<file path="config.mk">
export PLATFORM = sky130hd
export DESIGN_NAME = dispatch_queue
export DESIGN_NICKNAME = d
export VERILOG_FILES = /design/src/rtl/dispatch_queue.sv
export SDC_FILE = /design/constraint.sdc
export NUM_CORES = 2
export LEC_CHECK = 0
export BUFFER_PORTS_ARGS = -buffer_cell sky130_fd_sc_hd__buf_2
export CAP_MARGIN = 25
export CORE_UTILIZATION = 50
export DETAILED_ROUTE_END_ITERATION = 16
export GPL_TIMING_DRIVEN = 0
export PLACE_DENSITY_LB_ADDON = 0.2
export SYNTH_ARGS = -nofsm -noshare
export SYNTH_HDL_FRONTEND = slang
export SYNTH_SLANG_ARGS = --single-unit
</file>
<file path="constraint.sdc">
create_clock -name clk -period 15.1 [get_ports clk]
set_input_delay 3.02 -clock clk [delete_from_list [all_inputs] [get_ports clk]]
set_output_delay 3.02 -clock clk [all_outputs]
set_load 0.02 [all_outputs]
</file>
<file path="src/rtl/dispatch_queue.sv">
// rtl/dispatch_queue.sv - in-order dispatch queue with credit gating and a register readiness scoreboard
// Optional stall counters are built when DISPATCH_PERF_CNT_EN is defined; otherwise perf_stall_* read 0.
module dispatch_queue #(
  parameter int DISPATCH_W = 2,
  parameter int QDEPTH     = 8,
  parameter int PREGS      = 64,
  parameter int CDB_W      = 2,
  parameter int MEM_PORTS  = 1,
  parameter int PAYLOAD_W  = 96,
  parameter int PHYS_W     = $clog2(PREGS),
  parameter int CW         = $clog2(DISPATCH_W + 1)
) (
  input  logic                                  clk,
  input  logic                                  reset,
  input  logic                                  flush,
  input  logic [DISPATCH_W-1:0]                 in_valid,
  output logic                                  in_ready,
  input  logic [DISPATCH_W-1:0][PHYS_W-1:0]     in_prs1,
  input  logic [DISPATCH_W-1:0][PHYS_W-1:0]     in_prs2,
  input  logic [DISPATCH_W-1:0][PHYS_W-1:0]     in_prd,
  input  logic [DISPATCH_W-1:0]                 in_rs1_v,
  input  logic [DISPATCH_W-1:0]                 in_rs2_v,
  input  logic [DISPATCH_W-1:0]                 in_rd_v,
  input  logic [DISPATCH_W-1:0]                 in_is_mem,
  input  logic [DISPATCH_W-1:0][PAYLOAD_W-1:0]  in_payload,
  input  logic [CW-1:0]                         rob_credit,
  input  logic [CW-1:0]                         rs_credit,
  input  logic [CW-1:0]                         lsq_credit,
  input  logic [CDB_W-1:0]                      cdb_valid,
  input  logic [CDB_W-1:0][PHYS_W-1:0]          cdb_tag,
  output logic [DISPATCH_W-1:0]                 out_valid,
  output logic [DISPATCH_W-1:0]                 out_is_mem,
  output logic [DISPATCH_W-1:0][PHYS_W-1:0]     out_prs1,
  output logic [DISPATCH_W-1:0][PHYS_W-1:0]     out_prs2,
  output logic [DISPATCH_W-1:0][PHYS_W-1:0]     out_prd,
  output logic [DISPATCH_W-1:0]                 out_rd_v,
  output logic [DISPATCH_W-1:0][PAYLOAD_W-1:0]  out_payload,
  output logic [DISPATCH_W-1:0]                 out_src1_rdy,
  output logic [DISPATCH_W-1:0]                 out_src2_rdy,
  output logic [31:0]                           perf_stall_rob,
  output logic [31:0]                           perf_stall_rs,
  output logic [31:0]                           perf_stall_lsq,
  output logic [31:0]                           perf_stall_mem
);

  localparam int IDX_W = $clog2(QDEPTH);
  localparam int PTR_W = IDX_W + 1;
  localparam int UW    = CW + 1;

  logic [PHYS_W-1:0]    q_prs1    [QDEPTH];
  logic [PHYS_W-1:0]    q_prs2    [QDEPTH];
  logic [PHYS_W-1:0]    q_prd     [QDEPTH];
  logic                 q_rs1_v   [QDEPTH];
  logic                 q_rs2_v   [QDEPTH];
  logic                 q_rd_v    [QDEPTH];
  logic                 q_is_mem  [QDEPTH];
  logic [PAYLOAD_W-1:0] q_payload [QDEPTH];

  logic [PTR_W-1:0] head, tail, count;
  logic [PTR_W-1:0] enq_n, deq_n;
  logic [IDX_W-1:0] wr_idx [DISPATCH_W];
  logic [IDX_W-1:0] rd_idx [DISPATCH_W];

  logic [DISPATCH_W-1:0][PHYS_W-1:0]    h_prs1, h_prs2, h_prd;
  logic [DISPATCH_W-1:0]                h_rs1_v, h_rs2_v, h_rd_v, h_is_mem;
  logic [DISPATCH_W-1:0][PAYLOAD_W-1:0] h_payload;

  logic [DISPATCH_W-1:0] disp;
  logic [DISPATCH_W-1:0] src1_rdy, src2_rdy;
  logic                  sel_stop;
  logic [UW-1:0]         rob_use, rs_use, lsq_use;
  logic                  stall_rob, stall_rs, stall_lsq, stall_mem;

  logic [PREGS-1:0] scoreboard, sb_next;

  // in_ready looks only at the registered count, so a full queue stays closed even while it drains.
  assign in_ready = !reset && !flush &&
                    ((PTR_W'(QDEPTH) - count) >= PTR_W'(DISPATCH_W));

  always_comb begin
    enq_n = '0;
    for (int j = 0; j < DISPATCH_W; j++) begin
      if (in_valid[j]) enq_n = enq_n + PTR_W'(1);
      wr_idx[j] = tail[IDX_W-1:0] + IDX_W'(j);
      rd_idx[j] = head[IDX_W-1:0] + IDX_W'(j);
    end
    if (!in_ready) enq_n = '0;
  end

  always_ff @(posedge clk) begin
    if (in_ready) begin
      for (int j = 0; j < DISPATCH_W; j++) begin
        if (in_valid[j]) begin
          q_prs1[wr_idx[j]]    <= in_prs1[j];
          q_prs2[wr_idx[j]]    <= in_prs2[j];
          q_prd[wr_idx[j]]     <= in_prd[j];
          q_rs1_v[wr_idx[j]]   <= in_rs1_v[j];
          q_rs2_v[wr_idx[j]]   <= in_rs2_v[j];
          q_rd_v[wr_idx[j]]    <= in_rd_v[j];
          q_is_mem[wr_idx[j]]  <= in_is_mem[j];
          q_payload[wr_idx[j]] <= in_payload[j];
        end
      end
    end
  end

  always_comb begin
    for (int j = 0; j < DISPATCH_W; j++) begin
      h_prs1[j]    = q_prs1[rd_idx[j]];
      h_prs2[j]    = q_prs2[rd_idx[j]];
      h_prd[j]     = q_prd[rd_idx[j]];
      h_rs1_v[j]   = q_rs1_v[rd_idx[j]];
      h_rs2_v[j]   = q_rs2_v[rd_idx[j]];
      h_rd_v[j]    = q_rd_v[rd_idx[j]];
      h_is_mem[j]  = q_is_mem[rd_idx[j]];
      h_payload[j] = q_payload[rd_idx[j]];
    end
  end

  // In-order scan from head; the first entry that misses a credit ends the group and names the stall.
  always_comb begin
    sel_stop  = 1'b0;
    rob_use   = '0;
    rs_use    = '0;
    lsq_use   = '0;
    deq_n     = '0;
    disp      = '0;
    stall_rob = 1'b0;
    stall_rs  = 1'b0;
    stall_lsq = 1'b0;
    stall_mem = 1'b0;
    for (int j = 0; j < DISPATCH_W; j++) begin
      if (!sel_stop) begin
        if (PTR_W'(j) >= count) begin
          sel_stop = 1'b1;
        end else begin
          rob_use = rob_use + UW'(1);
          rs_use  = rs_use  + UW'(!h_is_mem[j]);
          lsq_use = lsq_use + UW'(h_is_mem[j]);
          if (rob_use > {1'b0, rob_credit}) begin
            sel_stop  = 1'b1;
            stall_rob = 1'b1;
          end else if (rs_use > {1'b0, rs_credit}) begin
            sel_stop = 1'b1;
            stall_rs = 1'b1;
          end else if (lsq_use > {1'b0, lsq_credit}) begin
            sel_stop  = 1'b1;
            stall_lsq = 1'b1;
          end else if (lsq_use > UW'(MEM_PORTS)) begin
            sel_stop  = 1'b1;
            stall_mem = 1'b1;
          end else begin
            disp[j] = 1'b1;
            deq_n   = deq_n + PTR_W'(1);
          end
        end
      end
    end
    if (reset || flush) begin
      disp      = '0;
      deq_n     = '0;
      stall_rob = 1'b0;
      stall_rs  = 1'b0;
      stall_lsq = 1'b0;
      stall_mem = 1'b0;
    end
  end

  // Tag 0 and unused sources are always ready; an older lane of the same group writing the tag overrides.
  always_comb begin
    for (int j = 0; j < DISPATCH_W; j++) begin
      src1_rdy[j] = !h_rs1_v[j] || (h_prs1[j] == '0) || scoreboard[h_prs1[j]];
      src2_rdy[j] = !h_rs2_v[j] || (h_prs2[j] == '0) || scoreboard[h_prs2[j]];
      for (int c = 0; c < CDB_W; c++) begin
        if (cdb_valid[c] && (cdb_tag[c] == h_prs1[j])) src1_rdy[j] = 1'b1;
        if (cdb_valid[c] && (cdb_tag[c] == h_prs2[j])) src2_rdy[j] = 1'b1;
      end
      for (int i = 0; i < j; i++) begin
        if (disp[i] && h_rd_v[i] && h_rs1_v[j] && (h_prs1[j] != '0) && (h_prd[i] == h_prs1[j]))
          src1_rdy[j] = 1'b0;
        if (disp[i] && h_rd_v[i] && h_rs2_v[j] && (h_prs2[j] != '0) && (h_prd[i] == h_prs2[j]))
          src2_rdy[j] = 1'b0;
      end
    end
  end

  always_comb begin
    sb_next = scoreboard;
    for (int c = 0; c < CDB_W; c++) begin
      if (cdb_valid[c]) sb_next[cdb_tag[c]] = 1'b1;
    end
    for (int j = 0; j < DISPATCH_W; j++) begin
      if (disp[j] && h_rd_v[j] && (h_prd[j] != '0)) sb_next[h_prd[j]] = 1'b0;
    end
    sb_next[0] = 1'b1;
  end

  always_ff @(posedge clk) begin
    if (reset) begin
      scoreboard <= '1;
    end else begin
      scoreboard <= sb_next;
    end
  end

  always_ff @(posedge clk) begin
    if (reset || flush) begin
      head  <= '0;
      tail  <= '0;
      count <= '0;
    end else begin
      head  <= head + deq_n;
      tail  <= tail + enq_n;
      count <= count + enq_n - deq_n;
    end
  end

  always_comb begin
    out_valid    = disp;
    out_is_mem   = reset ? '0 : h_is_mem;
    out_prs1     = reset ? '0 : h_prs1;
    out_prs2     = reset ? '0 : h_prs2;
    out_prd      = reset ? '0 : h_prd;
    out_rd_v     = reset ? '0 : h_rd_v;
    out_payload  = reset ? '0 : h_payload;
    out_src1_rdy = reset ? '0 : src1_rdy;
    out_src2_rdy = reset ? '0 : src2_rdy;
  end

`ifdef DISPATCH_PERF_CNT_EN
  logic [31:0] cnt_rob, cnt_rs, cnt_lsq, cnt_mem;

  always_ff @(posedge clk) begin
    if (reset) begin
      cnt_rob <= '0;
      cnt_rs  <= '0;
      cnt_lsq <= '0;
      cnt_mem <= '0;
    end else begin
      if (stall_rob && (cnt_rob != '1)) cnt_rob <= cnt_rob + 32'd1;
      if (stall_rs  && (cnt_rs  != '1)) cnt_rs  <= cnt_rs  + 32'd1;
      if (stall_lsq && (cnt_lsq != '1)) cnt_lsq <= cnt_lsq + 32'd1;
      if (stall_mem && (cnt_mem != '1)) cnt_mem <= cnt_mem + 32'd1;
    end
  end

  assign perf_stall_rob = cnt_rob;
  assign perf_stall_rs  = cnt_rs;
  assign perf_stall_lsq = cnt_lsq;
  assign perf_stall_mem = cnt_mem;
`else
  logic perf_unused;
  assign perf_unused    = ^{stall_rob, stall_rs, stall_lsq, stall_mem};
  assign perf_stall_rob = '0;
  assign perf_stall_rs  = '0;
  assign perf_stall_lsq = '0;
  assign perf_stall_mem = '0;
`endif

endmodule

</file>
==> flow_metrics.tcl <==
set metrics [dict create \
    root_buffer "clkbuf_16" \
    fin_crit_ns 11.36 \
    dp_hpwl_um 164000 \
    dr.pass1.iters 7 \
    final_nets 5493 \
    viasPerCell 6.60 \
    yosysUniqueCellTypes 82 \
    numCtsBuffers 115 \
    rr_worst_depth 20 \
    path_max_fanout 10 \
    tightestPinTransition_ns 1.26 \
    yosysSeqAreaShare 0.469 \
    gp_congestion 1.03 \
    die_h_um 358 \
    fmax_mhz 88.0 \
    reg2reg_from "head[1]" \
    cts.clk_slew.worst_paths_ns 0.06 \
    crit_required_ns 12.08 \
    start_kind "register" \
    cp-startpoint "head[1]" \
    drt_iter0_drc 6083 \
    critPathCaptureType "output port" \
    ys_warn_count 0 \
    critPathKind "register to output port" \
    irDropWorstVdd_mv 0.0962 \
    drive_gt1_frac 0.476 \
    drc 0 \
    slew_viol_final 0 \
    hold_class "register to register" \
    cts_tree "done" \
    cts_setup_buffers 0 \
    hold_viol 0 \
    grt_setup_unrepaired "no" \
    cts_max_path_buffers 3 \
    syn_inst 4350 \
    post-route-util 0.591 \
    fin_ws_ns 3.74 \
    critPathSlowestCell "clkbuf_1" \
    synth.avg_cell_area_um2 14.6 \
    finalSetupViolations 0 \
    status "complete, no violations" \
    pre_cts_ws_ns 4.63 \
    vias 46125 \
    p_per_area_nw_per_um2 89.7 \
    r2r-end "scoreboard[43]" \
    start_util 0.505 \
    cts_hold_buf 0 \
    relSlewSlack 0.156 \
    core_area_um2 126000 \
    grt_usage 0.353 \
    fin_area_um2 74400 \
    cts_resized 0 \
    grt_pass1_wl_um 322000 \
    clock_latency_ns 0.75 \
    synth_edf_count 944 \
    grt_pass1_vias 45176 \
    syn_to_final_growth_pct 17.1 \
    antenna_found_initial 79 \
    grt_max_degree 22 \
    ys_ff_latch 1017 \
    fp.dieW_um 358 \
    ios 628 \
    async_reset_ff_frac 0 \
    crit_end "out_src2_rdy[1]" \
    cpMostUsedCell "buf_2" \
    ant_nets 0 \
    grt_remaining_overflow 0 \
    placed_area_um2 70600 \
    htree_num_levels 3 \
    routed_wl_um 230000 \
    ys.flop_type "edfxtp_1" \
    cts_sinks 1017 \
    die-area_um2 128000 \
    wire_per_inst_um 32.9 \
    leakagePower_nw 26.1 \
    cp_slowest_stage_delay_ns 0.84 \
    io_buffers 494 \
    r2r_slack_ns 6.49 \
    skew_ns 0.0375 \
    fin_crit_sh 0.753 \
    syn-cell-area_um2 63500 \
    crit_chain "buf_4 > buf_4 > buf_2 > buf_2 > clkbuf_1 > buf_2 > mux4_2 > mux2i_1 > buf_4 > inv_1 > ha_1 > nor3_1 > nor3_1 > nand2_1 > nor2_1 > nand4_1 > o41ai_1 > o32ai_1 > buf_2" \
    cap_violations 0 \
    num_rows 130 \
    arrival_ns 8.34 \
]
-- cell families (layout without fill, tap and decap cells) --
group | after synthesis | after routing | share of synthesized area
mux | 1716 | 1716 | 0.385
flops | 1017 | 1017 | 0.469
fa+ha+maj | 27 | 27 | 0.00579
compound gates | 337 | 337 | 0.0390
buf+inv | 502 | 1325 | 0.0429
simple gates | 671 | 671 | 0.0463
xor+xnor | 79 | 79 | 0.0112
other cells | 1 | 170 | 0.0000590
-- power by group --
group	switching [W]	internal, W
clock	0.00119	0.00152
sequential	0.0000180	0.00313
combinational	0.000474	0.000335
total	0.00168	0.00498
-- cell type report --
cell class / instances / area (µm²)
Buffer: 463 / 2580
Clock buffer: 146 / 3060
Multi-Input combinational cell: 2958 / 31600
Antenna cell: 42 / 105
Clock inverter: 66 / 505
Tap cell: 1650 / 2060
Sequential cell: 1017 / 29800
Timing Repair Buffer: 611 / 4540
Inverter: 39 / 146
Fill cell: 10033 / 51400
-- worst min-delay path by stage --
stage / start / endpoint / slack [ns] / cells after the start
4_1_cts: count[0] / count[0] / 0.68 / 2
3_3_place_gp: count[0] / count[0] / 0.65 / 2
5_1_grt: count[0] / count[0] / 0.73 / 2
3_5_place_dp: count[0] / count[0] / 0.66 / 2
2_1_floorplan: head[0] / head[0] / 0.58 / 2
6_report: count[0] / count[0] / 0.68 / 2
-- metal layers --
layer  up-vias  GRT usage  wire [µm]
met5         -          0        498
met4        68      0.179      12200
met3       671      0.114      28000
met2      3099      0.547     106000
met1     23350      0.445      83300
li1      18937          -          -
-- synth_stat cells (37+ instances only) --
| cell | count | share of area |
|---|---|---|
| a221oi_1 | 60 | 0.0083 |
| nor2_1 | 206 | 0.012 |
| mux4_2 | 475 | 0.17 |
| buf_2 | 105 | 0.0083 |
| edfxtp_1 | 944 | 0.45 |
| buf_4 | 144 | 0.017 |
| mux2i_1 | 263 | 0.041 |
| dfxtp_1 | 73 | 0.023 |
| a21oi_1 | 120 | 0.0095 |
| a221o_1 | 59 | 0.0093 |
| clkbuf_1 | 157 | 0.0093 |
| mux2_2 | 957 | 0.17 |
| nand2_1 | 312 | 0.018 |
| xor2_1 | 42 | 0.0058 |
| inv_1 | 37 | 0.0022 |
-- worst max-delay path: cells and delay by family, from the launching register on --
kind / cells / cell delay [ns]
DFF: 1 / 0.52
buffers and inverters: 9 / 3.61
muxes: 2 / 1.06
adders and majority gates: 1 / 0.27
and+or+nand+nor: 5 / 1.31
AOI/OAI and AO/OA: 2 / 0.76
-- sequential cells by signal, indices dropped and copies added (netlist names), 4 cells and up --
| register | flops |
|---|---|
| count | 4 |
| q_rs2_v | 8 |
| q_rs1_v | 8 |
| q_prs1 | 48 |
| q_rd_v | 8 |
| q_is_mem | 8 |
| q_prs2 | 48 |
| q_payload | 768 |
| q_prd | 48 |
| scoreboard | 63 |
-- layout by cell type, fill, tap and decap left out, types with 21 or more instances in the layout --
cell,netlist,routed
nor3_1,23,21
clkinv_1,0,29
clkbuf_16,0,116
a21oi_1,120,120
mux2i_1,263,263
buf_2,105,600
dfxtp_1,73,73
ha_1,23,23
buf_1,36,36
clkbuf_1,157,182
edfxtp_1,944,944
buf_4,144,152
a221o_1,59,59
nor2_1,206,206
buf_16,0,27
mux4_2,475,475
nand2_1,312,312
mux2_2,957,957
buf_8,1,35
inv_1,37,37
xor2_1,42,42
xnor2_1,36,36
a221oi_1,60,60
conb_1,1,128
diode_2,0,42
buf_6,19,41
buf_12,1,26
-- metrics by stage --
stage	instances	hold WS, ns	setup TNS (ns)	power [W]
6_report	6992	0.684	0	0.00667
5_1_grt	6974	0.727	0	0.00683
4_1_cts	6943	0.676	0	0.00666
3_5_place_dp	6731	0.663	0	0.00399
3_3_place_gp	6621	0.645	-7061.49	0.00398
2_1_floorplan	4477	0.581	0	0.00369
No activity file was read; power rests on OpenSTA's default activity.
